--- src/rtl/wbu_pkg.sv ---
// Shared types and constants for the writeback/commit unit.
// wbu_entry_t is the default-width layout of one queued instruction.
package wbu_pkg;

  localparam int XLEN_D   = 32;
  localparam int CSR_AW_D = 12;

  localparam logic [4:0] GPR_ZERO = 5'd0;

  typedef struct packed {
    logic [XLEN_D-1:0]   pc;
    logic [4:0]          rd_id;
    logic                gpr_wen;
    logic [XLEN_D-1:0]   rd;
    logic                csr_wen;
    logic [CSR_AW_D-1:0] csr_wid;
    logic [XLEN_D-1:0]   csr_rd;
    logic                is_ecall;
    logic                is_mret;
    logic [XLEN_D-1:0]   mcause;
  } wbu_entry_t;

endpackage

--- src/rtl/wbu_commit_q_fifo.sv ---
// In-order synchronous FIFO with flush; head data reads as zero when empty.
// Flush discards all entries and any same-cycle push.
module wbu_fifo #(
  parameter int W     = 8,
  parameter int DEPTH = 2
) (
  input  logic                     clk,
  input  logic                     rst_n,
  input  logic                     i_push,
  input  logic                     i_pop,
  input  logic                     i_flush,
  input  logic [W-1:0]             i_data,
  output logic [W-1:0]             o_head,
  output logic                     o_full,
  output logic                     o_empty,
  output logic [$clog2(DEPTH):0]   o_count
);

  localparam int AW = $clog2(DEPTH);

  logic [W-1:0]  r_mem [DEPTH];
  logic [AW-1:0] r_head;
  logic [AW-1:0] r_tail;
  logic [AW:0]   r_count;
  logic          w_push;
  logic          w_pop;

  assign o_full  = (r_count == (AW+1)'(DEPTH));
  assign o_empty = (r_count == '0);
  assign o_count = r_count;
  assign o_head  = o_empty ? '0 : r_mem[r_head];

  assign w_push = i_push & ~o_full & ~i_flush;
  assign w_pop  = i_pop & ~o_empty;

  always_ff @(posedge clk) begin
    if (rst_n && w_push) r_mem[r_tail] <= i_data;
  end

  always_ff @(posedge clk) begin
    if (!rst_n) begin
      r_head  <= '0;
      r_tail  <= '0;
      r_count <= '0;
    end else if (i_flush) begin
      r_head  <= '0;
      r_tail  <= '0;
      r_count <= '0;
    end else begin
      if (w_push) r_tail <= r_tail + AW'(1);
      if (w_pop)  r_head <= r_head + AW'(1);
      if (w_push && !w_pop)      r_count <= r_count + (AW+1)'(1);
      else if (w_pop && !w_push) r_count <= r_count - (AW+1)'(1);
    end
  end

endmodule

--- src/rtl/wbu_commit_q.sv ---
// Writeback/commit unit: queues completed instructions and retires one per
// cycle into GPR/CSR/npc write strobes, trap/mret events and a retire count.
module wbu_commit_q
  import wbu_pkg::*;
#(
  parameter int XLEN   = XLEN_D,
  parameter int CSR_AW = CSR_AW_D,
  parameter int DEPTH  = 2,
  parameter int CNT_W  = 32
) (
  input  logic              clk,
  input  logic              rst_n,
  input  logic              i_valid,
  output logic              o_ready,
  input  logic [XLEN-1:0]   i_pc,
  input  logic [4:0]        i_rd_id,
  input  logic              i_gpr_wen,
  input  logic [XLEN-1:0]   i_rd,
  input  logic              i_csr_wen,
  input  logic [CSR_AW-1:0] i_csr_wid,
  input  logic [XLEN-1:0]   i_csr_rd,
  input  logic              i_is_ecall,
  input  logic              i_is_mret,
  input  logic [XLEN-1:0]   i_mcause,
  input  logic              i_stall,
  input  logic              i_flush,
  output logic              o_gpr_wen,
  output logic [4:0]        o_rd_id,
  output logic [XLEN-1:0]   o_rd,
  output logic              o_csr_wen,
  output logic [CSR_AW-1:0] o_csr_wid,
  output logic [XLEN-1:0]   o_csr_rd,
  output logic              o_npc_wen,
  output logic              o_trap,
  output logic [XLEN-1:0]   o_mepc_in,
  output logic [XLEN-1:0]   o_mcause_in,
  output logic              o_mret,
  output logic              o_cycle_end,
  output logic [CNT_W-1:0]  o_retire_cnt
);

  // Same field order as wbu_entry_t, widths follow the instance parameters.
  typedef struct packed {
    logic [XLEN-1:0]   pc;
    logic [4:0]        rd_id;
    logic              gpr_wen;
    logic [XLEN-1:0]   rd;
    logic              csr_wen;
    logic [CSR_AW-1:0] csr_wid;
    logic [XLEN-1:0]   csr_rd;
    logic              is_ecall;
    logic              is_mret;
    logic [XLEN-1:0]   mcause;
  } entry_t;

  localparam int EW = $bits(entry_t);
  localparam int CW = $clog2(DEPTH) + 1;

  entry_t          w_in;
  entry_t          w_head;
  logic [EW-1:0]   w_head_bits;
  logic            w_full;
  logic            w_empty;
  logic [CW-1:0]   w_count;
  logic            w_push;
  logic            w_retire;
  logic            r_cycle_end;
  logic [CNT_W-1:0] r_retire_cnt;

  assign w_in = '{pc: i_pc, rd_id: i_rd_id, gpr_wen: i_gpr_wen, rd: i_rd,
                  csr_wen: i_csr_wen, csr_wid: i_csr_wid, csr_rd: i_csr_rd,
                  is_ecall: i_is_ecall, is_mret: i_is_mret, mcause: i_mcause};

  assign o_ready = (w_count != CW'(DEPTH));
  assign w_push  = i_valid & ~w_full;
  // Gating with rst_n keeps every strobe low in a reset cycle.
  assign w_retire = rst_n & ~w_empty & ~i_stall;

  wbu_fifo #(.W(EW), .DEPTH(DEPTH)) u_fifo (
    .clk     (clk),
    .rst_n   (rst_n),
    .i_push  (w_push),
    .i_pop   (w_retire),
    .i_flush (i_flush),
    .i_data  (w_in),
    .o_head  (w_head_bits),
    .o_full  (w_full),
    .o_empty (w_empty),
    .o_count (w_count)
  );

  assign w_head = entry_t'(w_head_bits);

  assign o_rd_id     = w_head.rd_id;
  assign o_rd        = w_head.rd;
  assign o_csr_wid   = w_head.csr_wid;
  assign o_csr_rd    = w_head.csr_rd;
  assign o_mepc_in   = w_head.pc;
  assign o_mcause_in = w_head.mcause;

  assign o_gpr_wen = w_retire & w_head.gpr_wen & (w_head.rd_id != GPR_ZERO);
  assign o_csr_wen = w_retire & w_head.csr_wen;
  assign o_npc_wen = w_retire;
  assign o_trap    = w_retire & w_head.is_ecall;
  assign o_mret    = w_retire & w_head.is_mret;

  // cycle_end resets high so the IFU starts its first fetch.
  always_ff @(posedge clk) begin
    if (!rst_n) begin
      r_cycle_end  <= 1'b1;
      r_retire_cnt <= '0;
    end else begin
      r_cycle_end <= w_retire;
      if (w_retire) r_retire_cnt <= r_retire_cnt + CNT_W'(1);
    end
  end

  assign o_cycle_end  = r_cycle_end;
  assign o_retire_cnt = r_retire_cnt;

endmodule

--- config.mk ---
export PLATFORM = sky130hd
export DESIGN_NAME = wbu_commit_q
export DESIGN_NICKNAME = d
export VERILOG_FILES = /design/src/rtl/wbu_pkg.sv /design/src/rtl/wbu_commit_q_fifo.sv /design/src/rtl/wbu_commit_q.sv
export SDC_FILE = /design/constraint.sdc
export NUM_CORES = 1
export LEC_CHECK = 0
export BUFFER_PORTS_ARGS = -buffer_cell sky130_fd_sc_hd__buf_4
export CAP_MARGIN = 10
export CORE_MARGIN = 4
export CORE_UTILIZATION = 45
export CTS_BUF_LIST = sky130_fd_sc_hd__clkbuf_8
export CTS_CLUSTER_DIAMETER = 30
export CTS_CLUSTER_SIZE = 16
export DETAILED_ROUTE_END_ITERATION = 6
export HOLD_SLACK_MARGIN = 0.03
export PLACE_DENSITY_LB_ADDON = 0.05
export SYNTH_ARGS = -nofsm -noshare
export SYNTH_HDL_FRONTEND = slang
export SYNTH_SLANG_ARGS = --single-unit
--- constraint.sdc ---
create_clock -name clk -period 12.6 [get_ports clk]
set_input_delay 1.89 -clock clk [delete_from_list [all_inputs] [get_ports clk]]
set_output_delay 1.89 -clock clk [all_outputs]
set_load 0.01 [all_outputs]
# --- Word level (Yosys, flattened, before mapping) ---
# Memory sizes are Yosys's and may differ from the RTL's. A register that Yosys moved wholly into a read port is not among the register bits.
# Index checks and enable logic that the tools add are counted.
classes:
  add_sub_neg: 5
  muxes: 7
  n_bitwise: 16
  reduce_logical: 9
  n_eq_ne: 2
op_table:
  columns: ["op", "count"]
  rows:
  - ["$mux W149", 1]
  - ["$add A32 B1 Y32 const B", 1]
  - ["$and A1 B1 Y1", 11]
  - ["$not A1 Y1", 5]
  - ["$reduce_bool A5 Y1", 1]
  - ["$mux W1", 4]
  - ["$mux W2", 2]
  - ["$logic_and A1 B1 Y1", 3]
  - ["$add A1 B1 Y1 const B", 2]
  - ["$add A2 B1 Y2 const B", 1]
  - ["$eq A2 B2 Y1 const B", 1]
  - ["$logic_not A1 Y1", 2]
  - ["$logic_not A2 Y1", 1]
  - ["$ne A2 B2 Y1 const B", 1]
  - ["$reduce_bool A2 Y1", 1]
  - ["$reduce_or A2 Y1", 1]
  - ["$sub A2 B1 Y2 const B", 1]
word_totals:
  ff_bits: 37
  in_bits: 154
  output_inout_bits: 184
  ram_bits: 298
  n_memories: 1
mem_list:
  columns: ["name", "words", "word_bits", "rd", "rd_ports_with_merged_regs", "write_ports", "line", "text"]
  rows:
  - ["u_fifo.r_mem", 2, 149, 1, 1, 1, "wbu_commit_q_fifo.sv:21", "logic [W-1:0] r_mem [DEPTH];"]

# --- Longest topological paths before layout ---
# Gate-level depths: netlist of the first run.
depth:
  word_depth: 9
  mapped_depth: 7

# --- Cells and area by module ---
# Synthesis of the first run repeated with hierarchy kept, for this count alone.
hier_totals:
  hier_cells: 851
  hier_area_um2: 13135.1
by_module_without_submodules:
  columns: ["module", "seq_area_each_um2", "n_inst", "area_per_inst_um2", "cells_per_inst"]
  rows:
  - ["wbu_fifo", 9048.7, 1, 11481.0, 657]
  - ["wbu_commit_q", 660.6, 1, 1654.1, 194]

# --- Worst setup path before layout of the first run ---
# OpenSTA, ideal clock, no wires.
synth_timing:
  kind: "in2reg"
  from: "input i_flush"
  to: "memory u_fifo.r_mem[0][0] (netlist bit) (enable)"
  setup_ns: 0.840
  n_path_buf: 0
  cell_stages: 2
  setup_slack_ns: -0.411
  arrival_ns: 12.171
  required_ns: 11.760
  cell_sequence: "nand2b_1 -> nor3_1"
synth_between:
  elab_chain_cells: 5
synth_rtl:
  columns: ["element", "line", "text"]
  rows:
  - ["start, declared", "wbu_commit_q.sv:26", "input logic i_flush,"]
  - ["$not A1 Y1", "wbu_commit_q_fifo.sv:33", "assign w_push = i_push & ~o_full & ~i_flush;"]
  - ["$and A1 B1 Y1", "wbu_commit_q_fifo.sv:33", null]
  - ["$logic_and A1 B1 Y1", "wbu_commit_q_fifo.sv:37", "if (rst_n && w_push) r_mem[r_tail] <= i_data;"]
  - ["$mux W1", "wbu_commit_q_fifo.sv:37", null]
  - ["$mux W1 (implied by the code)", "wbu_commit_q_fifo.sv:37", null]
  - ["end, declared", "wbu_commit_q_fifo.sv:21", null]
# Every way passes these cells.

# --- Worst setup path after layout of the first run ---
layout_timing:
  from: "register u_fifo.r_count[0], in the netlist u_fifo.o_count[0]"
  to: "output o_gpr_wen"
layout_between:
  elab_chain_cells: 6
layout_rtl:
  columns: ["element", "line", "text"]
  rows:
  - ["start, declared", "wbu_commit_q_fifo.sv:24", "logic [AW:0] r_count;"]
  - ["start signal, assigned", "wbu_commit_q_fifo.sv:52", "if (w_push && !w_pop) r_count <= r_count + (AW+1)'(1);"]
  - ["start signal, assigned", "wbu_commit_q_fifo.sv:53", "else if (w_pop && !w_push) r_count <= r_count - (AW+1)'(1);"]
  - ["$logic_not A2 Y1 (*)", "wbu_commit_q_fifo.sv:29", "assign o_empty = (r_count == '0);"]
  - ["$not A1 Y1", "wbu_commit_q.sv:77", "assign w_retire = rst_n & ~w_empty & ~i_stall;"]
  - ["$and A1 B1 Y1 (2 in series)", "wbu_commit_q.sv:77", null]
  - ["$and A1 B1 Y1", "wbu_commit_q.sv:101", "assign o_gpr_wen = w_retire & w_head.gpr_wen & (w_head.rd_id != GPR_ZERO);"]
  - ["$and A1 B1 Y1 (*)", "wbu_commit_q.sv:101", null]
  - ["end, declared", "wbu_commit_q.sv:27", "output logic o_gpr_wen,"]
# Mark *: on every way between the ends. The rest lies on a longest branch, timed or not.

==> metrics.cfg, run 1 <==
[status]
status = completed

[clock_tree]
clkSinkCount = 336
postCtsHoldBufs = 0
clk_pin_slew_worst_paths_ps = 60
post-cts-setup-buffers = 0
cts-root-buf = clkbuf_8
cts_tree = built
clock_latency_ps = 550
cts_buffers = 70
cts_max_level = 3
clockBufferDepth = 3
post_cts_resized = 0

[synth]
synthXorXnorAreaFrac_pct = 0.6042
synthAdderAreaFrac_pct = 0.1918
synth_area_leader_cell = edfxtp_1
avgSynthCellArea_um2 = 15.33
ys_seq_elements = 336
synth_edf_count = 298
seq_area_frac_synth_pct = 74.42
synth_top_family_by_area = multiplexers
synth_mux_area_share_pct = 12.89
yosysMostFrequentCell = edfxtp_1
synthFlopType = edfxtp_1
synth-async-reset-ratio_pct = 0
synth_top_cell_area_share_pct = 68.59
synth_nets = 1007
yosysWarnings = 0
netlist_area_um2 = 13050
synth.distinct_cells = 33
synth_compound_area_share_pct = 0.8056
ys_top_cells_by_count = edfxtp_1 (298), mux2i_1 (168), nor2_1 (160)
synthSimpleGateAreaFrac_pct = 9.332
synth.area.top_cells = edfxtp_1 (69%), mux2i_1 (13%), dfxtp_1 (5.8%)
syn_inst = 851

[grt]
grt_antenna_before_repair = 0
grt_pass1_vias = 8186
grt_remaining_overflow = 0
track_usage_pct = 17.75
grt_pass1_wl_mm = 43.75
grt_max_degree = 150

[place]
place.detailed.hpwl_mm = 18.42
gp_congestion = 0.7845
dp_cells = 1533
portBuffers = 337
post_dp_cell_area_um2 = 15950

[power_and_ir_drop]
ir_worst_vdd_uv = 96.84
powerDensity_nw_per_um2 = 149.9
leakagePower_nw = 6.333
total_power_mw = 2.622

[worst_setup_path]
crit_path_frequent_cell = buf_4
crit_type = flip-flop to output port
crit_family = buffers and inverters
cp.buffers_inverters = 3
cp_cell_sequence = nor2_4, buf_4, buf_4, nor2_1, nor4_1, nor3_1, buf_4
critPathRequiredTime_ps = 10710
slowest_delay_ps = 700
crit_arrival_ps = 3660
end_kind = output port
cpMaxStageDelayCell = buf_4
start_kind = flip-flop
crit_path_max_fanout = 65

[sta]
clock_skew_ps = 20.13
setup-tns-final_ps = 0
worst_slew_pin_slew_ps = 1076
slew_violations = 0
fin_crit_sh_pct = 44.04
setup_violations = 0
fin_crit_ps = 5549
rsz0062_at_grt = false
report.final.hold_viol_count = 0
fmax_mhz = 180.2
slew-limit-headroom_pct = 28.29

[floorplanning]
die_h_um = 178.3
io_pins = 338
die-area_um2 = 31780
std_cell_rows = 62
initial_utilization_pct = 45.58
core_area_um2 = 28630
die_w_um = 178.3

[cells_and_area]
syn_to_final_growth_pct = 34.07
drive_gt1_share_pct = 36.26
nFillCells = 2295
diodes = 0
final_util_pct = 61.10
fin_cells = 1658
fin_area_um2 = 17490
nets = 1377

[drt]
wl_per_cell_um = 17.76
drtPass1Iterations = 5
routed_via_density = 4.889
dr_total_vias = 8106
routed_wl_mm = 29.45
drtAntennaViolNets = 0
drc = 0
drt_iter0_drc = 377

[min_path]
hold_path.class = flip-flop to flip-flop

[flow_run]
maxCapViolCount = 0

cell families (layout without fill, tap and decap cells):
kind of cell,count (synthesis),in the layout
xor gates and xnor gates,9,9
DFF,336,336
and+or+nand+nor,264,264
adders and majority gates,2,2
buffers and inverters,54,477
muxes,168,168
AOI/OAI and AO/OA,18,18
metrics by stage:
| step | setup WS (ps) | hold WS, ps |
|---|---|---|
| final | 7051 | 469.3 |
| after floorplan | -411.0 | 480.0 |
| after detailed placement | 7392 | 463.7 |
| after CTS | 6911 | 472.1 |
| after global placement | 7392 | 462.1 |
| after global routing | 6675 | 504.9 |
cell usage in the layout, fill, tap and decap left out, types with 8 or more instances in the layout:
| cell | netlist | routed |
|---|---|---|
| inv_1 | 9 | 17 |
| nand2_1 | 33 | 33 |
| dfxtp_1 | 38 | 37 |
| nand3_1 | 8 | 8 |
| bufinv_16 | 0 | 10 |
| clkbuf_8 | 0 | 73 |
| mux2i_1 | 168 | 168 |
| nor2_1 | 160 | 159 |
| a21oi_1 | 8 | 8 |
| clkinv_1 | 0 | 12 |
| edfxtp_1 | 298 | 298 |
| nand2b_1 | 12 | 12 |
| buf_4 | 0 | 341 |
| nor4_1 | 15 | 15 |
layer usage:
metal	up-vias	wire (um)	GRT usage (%)	share of wire, %
li1	3902	-	-	-
met3	52	2645	7.058	9.0
met5	-	0	0	0
met4	0	702	7.195	2.4
met1	3890	11600	21.30	39
met2	262	14500	28.78	49
worst paths after layout:
path,from,to,slack (ps),depth (start not counted)
max,u_fifo.o_count[0],o_gpr_wen,7050,7
min,o_retire_cnt[31],o_retire_cnt[31],470,2
max reg2reg,u_fifo.o_count[0],u_fifo.r_mem[0][83],10170,4
min reg2reg,o_retire_cnt[31],o_retire_cnt[31],470,2
power breakdown:
part | leakage [nW] | switching [mW] | total, mW | internal (mW)
clock | 0.791 | 0.476 | 1.23 | 0.753
sequential | 3.01 | 0.00557 | 1.24 | 1.24
combinational | 2.53 | 0.0779 | 0.151 | 0.0728
total | 6.33 | 0.560 | 2.62 | 2.06
final cells by class:
type	count	area [um2]	share of cell area, %
sequential	336	9713	55.53
clock inverter	52	533.0	3.047
clock buffer	73	1005	5.744
timing repair buffer	343	2600	14.87
tap	384	480.5	2.747
inverter	9	33.78	0.1931
multi-input combinational	461	3126	17.87
registers in the layout, summed over array words and instances (netlist names), named ones only:
| signal | count |
|---|---|
| o_cycle_end | 1 |
| u_fifo.o_count | 2 |
| u_fifo.r_mem | 298 |
| o_retire_cnt | 32 |
| u_fifo.r_tail | 1 |
| u_fifo.r_head | 1 |
worst register-to-register path, cell delays in order (launching register included):
cell and delay (ps):
dfxtp_1 460, nand2b_1 240, nand2_1 170, nor3_2 280, buf_12 510
Note: power is estimated with default switching activity, not from simulation.
==> run 2: changes to the inputs <==
--- a/config.mk
+++ b/config.mk
@@ -5,6 +5,7 @@
 export SDC_FILE = /design/constraint.sdc
 export NUM_CORES = 1
 export LEC_CHECK = 0
+export ABC_AREA = 1
 export BUFFER_PORTS_ARGS = -buffer_cell sky130_fd_sc_hd__buf_4
 export CAP_MARGIN = 10
 export CORE_MARGIN = 4
==> constraint.sdc (replaced) <==
create_clock -name clk -period 4.95 [get_ports clk]
set_input_delay 0.7425 -clock clk [delete_from_list [all_inputs] [get_ports clk]]
set_output_delay 0.7425 -clock clk [all_outputs]
set_load 0.01 [all_outputs]
==> run 2 against run 1 <==
First-iteration DRC count up 59%. Synthesized area is 0.50% higher. Die area grew 0.48%. Hold slack got worse by 110 ps. Routed wire length grew 12%. Clock skew up 3.3 ps. Non-clock buffer count up 2.
==> metrics.cfg, run 2 <==
[status]
status = completed

[grt]
grt_pass1_wl_mm = 48.57
grt_pass1_vias = 9266
grt_remaining_overflow = 0
grt_max_degree = 104
top_usage_layer = met2
track_usage_pct = 19.72
grt_antenna_before_repair = 2
use_met1_pct = 24.31
gr-usage-met3_pct = 8.077
use_met2_pct = 30.86

[clock_tree]
postCtsHoldBufs = 0
cts_tree = built
clkSinkCount = 336
cts_buffers = 68
cts_max_level = 3
clock_latency_ps = 560
post-cts-setup-buffers = 0
clk_pin_slew_worst_paths_ps = 60
post_cts_resized = 0
clockBufferDepth = 3
cts-root-buf = clkbuf_8

[flow_run]
maxCapViolCount = 0

[synth]
yosysWarnings = 0
avgSynthCellArea_um2 = 11.66
synthFlopType = edfxtp_1
yosysMostFrequentCell = nand2_1
synth.area.top_cells = edfxtp_1 (68%), nand2_1 (11%), a21oi_1 (6.2%)
synth.distinct_cells = 31
ys_top_cells_by_count = nand2_1 (369), edfxtp_1 (298), a21oi_1 (162)
netlist_area_um2 = 13110
syn_inst = 1124
synth_nets = 1280
synth_edf_count = 298
synth-async-reset-ratio_pct = 0
synth_top_cell_area_share_pct = 68.25
ys_seq_elements = 336
seq_area_frac_synth_pct = 74.05
synth_area_leader_cell = edfxtp_1

[power_and_ir_drop]
powerDensity_nw_per_um2 = 365.1
ir_worst_vdd_uv = 240.3
leakagePower_nw = 6.917

[sta]
fin_crit_sh_pct = 74.41
fin_crit_ps = 3683
setup-tns-final_ps = 0
slew_violations = 0
fmax_mhz = 271.5
setup_violations = 0
clock_skew_ps = 23.48
worst_slew_pin_slew_ps = 1136
slew-limit-headroom_pct = 24.30
report.final.hold_viol_count = 0
rsz0062_at_grt = false

[worst_setup_path]
critPathRequiredTime_ps = 4210
end_kind = output port
crit_path_max_fanout = 67
slowest_delay_ps = 690
cp.buffers_inverters = 3
crit_family = buffers and inverters
crit_type = flip-flop to output port
crit_path_frequent_cell = buf_4
cp_cell_sequence = inv_4, buf_4, nand2_1, a21oi_1, buf_4
crit_arrival_ps = 2940
cpMaxStageDelayCell = buf_4
start_kind = flip-flop

[cells_and_area]
drive_gt1_share_pct = 31.47
syn_to_final_growth_pct = 32.89
layout_common_cells = nand2_1 (369), buf_4 (343), edfxtp_1 (298)
nets = 1643
final_common_cell = nand2_1
largest_register = u_fifo.r_mem
nFillCells = 2408
fin_area_um2 = 17420
largest_reg_flops = 298

[place]
gp_congestion = 0.8332
portBuffers = 337
post_dp_cell_area_um2 = 16020
place.detailed.hpwl_mm = 20.64

[floorplanning]
die_h_um = 178.7
die-area_um2 = 31930
initial_utilization_pct = 45.68
die_w_um = 178.7
std_cell_rows = 62
io_pins = 338
core_area_um2 = 28700

[drt]
dr_total_vias = 9377
routed_wl_mm = 32.84
drc = 0
drtPass1Iterations = 5
wl_per_cell_um = 17.04
drt_iter0_drc = 601
routed_via_density = 4.866
drtAntennaViolNets = 0

[min_path]
hold_path.class = input port to flip-flop

run 2: cell types whose count changed after synthesis, sizes merged, moves of 5 or more:
cell    before  now
a21oi        8  162
buf         18   26
inv          9   48
o21ai        4   11
o31ai        5    0
nand3        8   33
mux2i      168    1
nand2       33  371
or2          2   10
nor2       160   76
nor4        19    0
nand2b      12    0
or4          6    0
run 2: routing by layer:
metal  wire length, um  share of wire, %
met2             15410                47
met4              1141               3.5
met3              3249               9.9
met5                 0                 0
met1             13040                40
run 2: power by group:
group / switching (mW) / internal (mW) / leakage, nW
Sequential: 0.0145 / 3.14 / 3.01
Combinational: 0.210 / 0.180 / 3.19
Clock: 1.22 / 1.60 / 0.716
run 2: layout make-up:
type	count	area [um2]	area share, %
multi-input combinational	688	3028	17.38
timing repair buffer	345	2615	15.01
sequential	336	9713	55.75
clock buffer	72	991.0	5.688
clock inverter	52	402.9	2.312
inverter	48	187.7	1.077
tap	384	480.5	2.758
antenna	2	5.005	0.02873
run 2: kinds of logic (layout without fill, tap and decap cells):
| logic type | Yosys count | in the layout | synth area share [%] |
|---|---|---|---|
| and+or+nand+nor | 505 | 505 | 15.55 |
| AOI/OAI and AO/OA | 177 | 177 | 6.814 |
| muxes | 1 | 1 | 0.07635 |
| other | 0 | 2 | 0 |
| buffers and inverters | 100 | 517 | 3.121 |
| xor gates and xnor gates | 3 | 3 | 0.2004 |
| adders and majority gates | 2 | 2 | 0.1908 |
| DFF | 336 | 336 | 74.05 |
run 2: through the flow:
step | total power, mW | util, % | setup slack (ps) | std cells | hold WS, ps
2_1_floorplan | 3.367 | - | 1.261 | 1124 | 447.4
3_3_place_gp | 3.605 | 55.83 | 1790 | 1801 | 448.4
3_5_place_dp | 3.611 | 55.83 | 1777 | 1801 | 458.1
4_1_cts | 6.449 | 60.68 | 1166 | 1925 | 316.2
5_1_grt | 6.627 | 60.70 | 958.5 | 1927 | 320.2
6_report | 6.362 | 60.70 | 1267 | 1927 | 361.3
run 2: final timing paths:
kind | startpoint | end | slack, ps | cells past startpoint
hold reg to reg | u_fifo.r_head | flip-flop | 440 | 2
hold / removal | i_csr_rd[9] | u_fifo.r_mem[0][43] | 360 | 1
setup reg to reg | u_fifo.o_count[0] | u_fifo.r_mem[0][134] | 2720 | 5
setup / recovery | flip-flop | o_mcause_in[4] | 1270 | 5
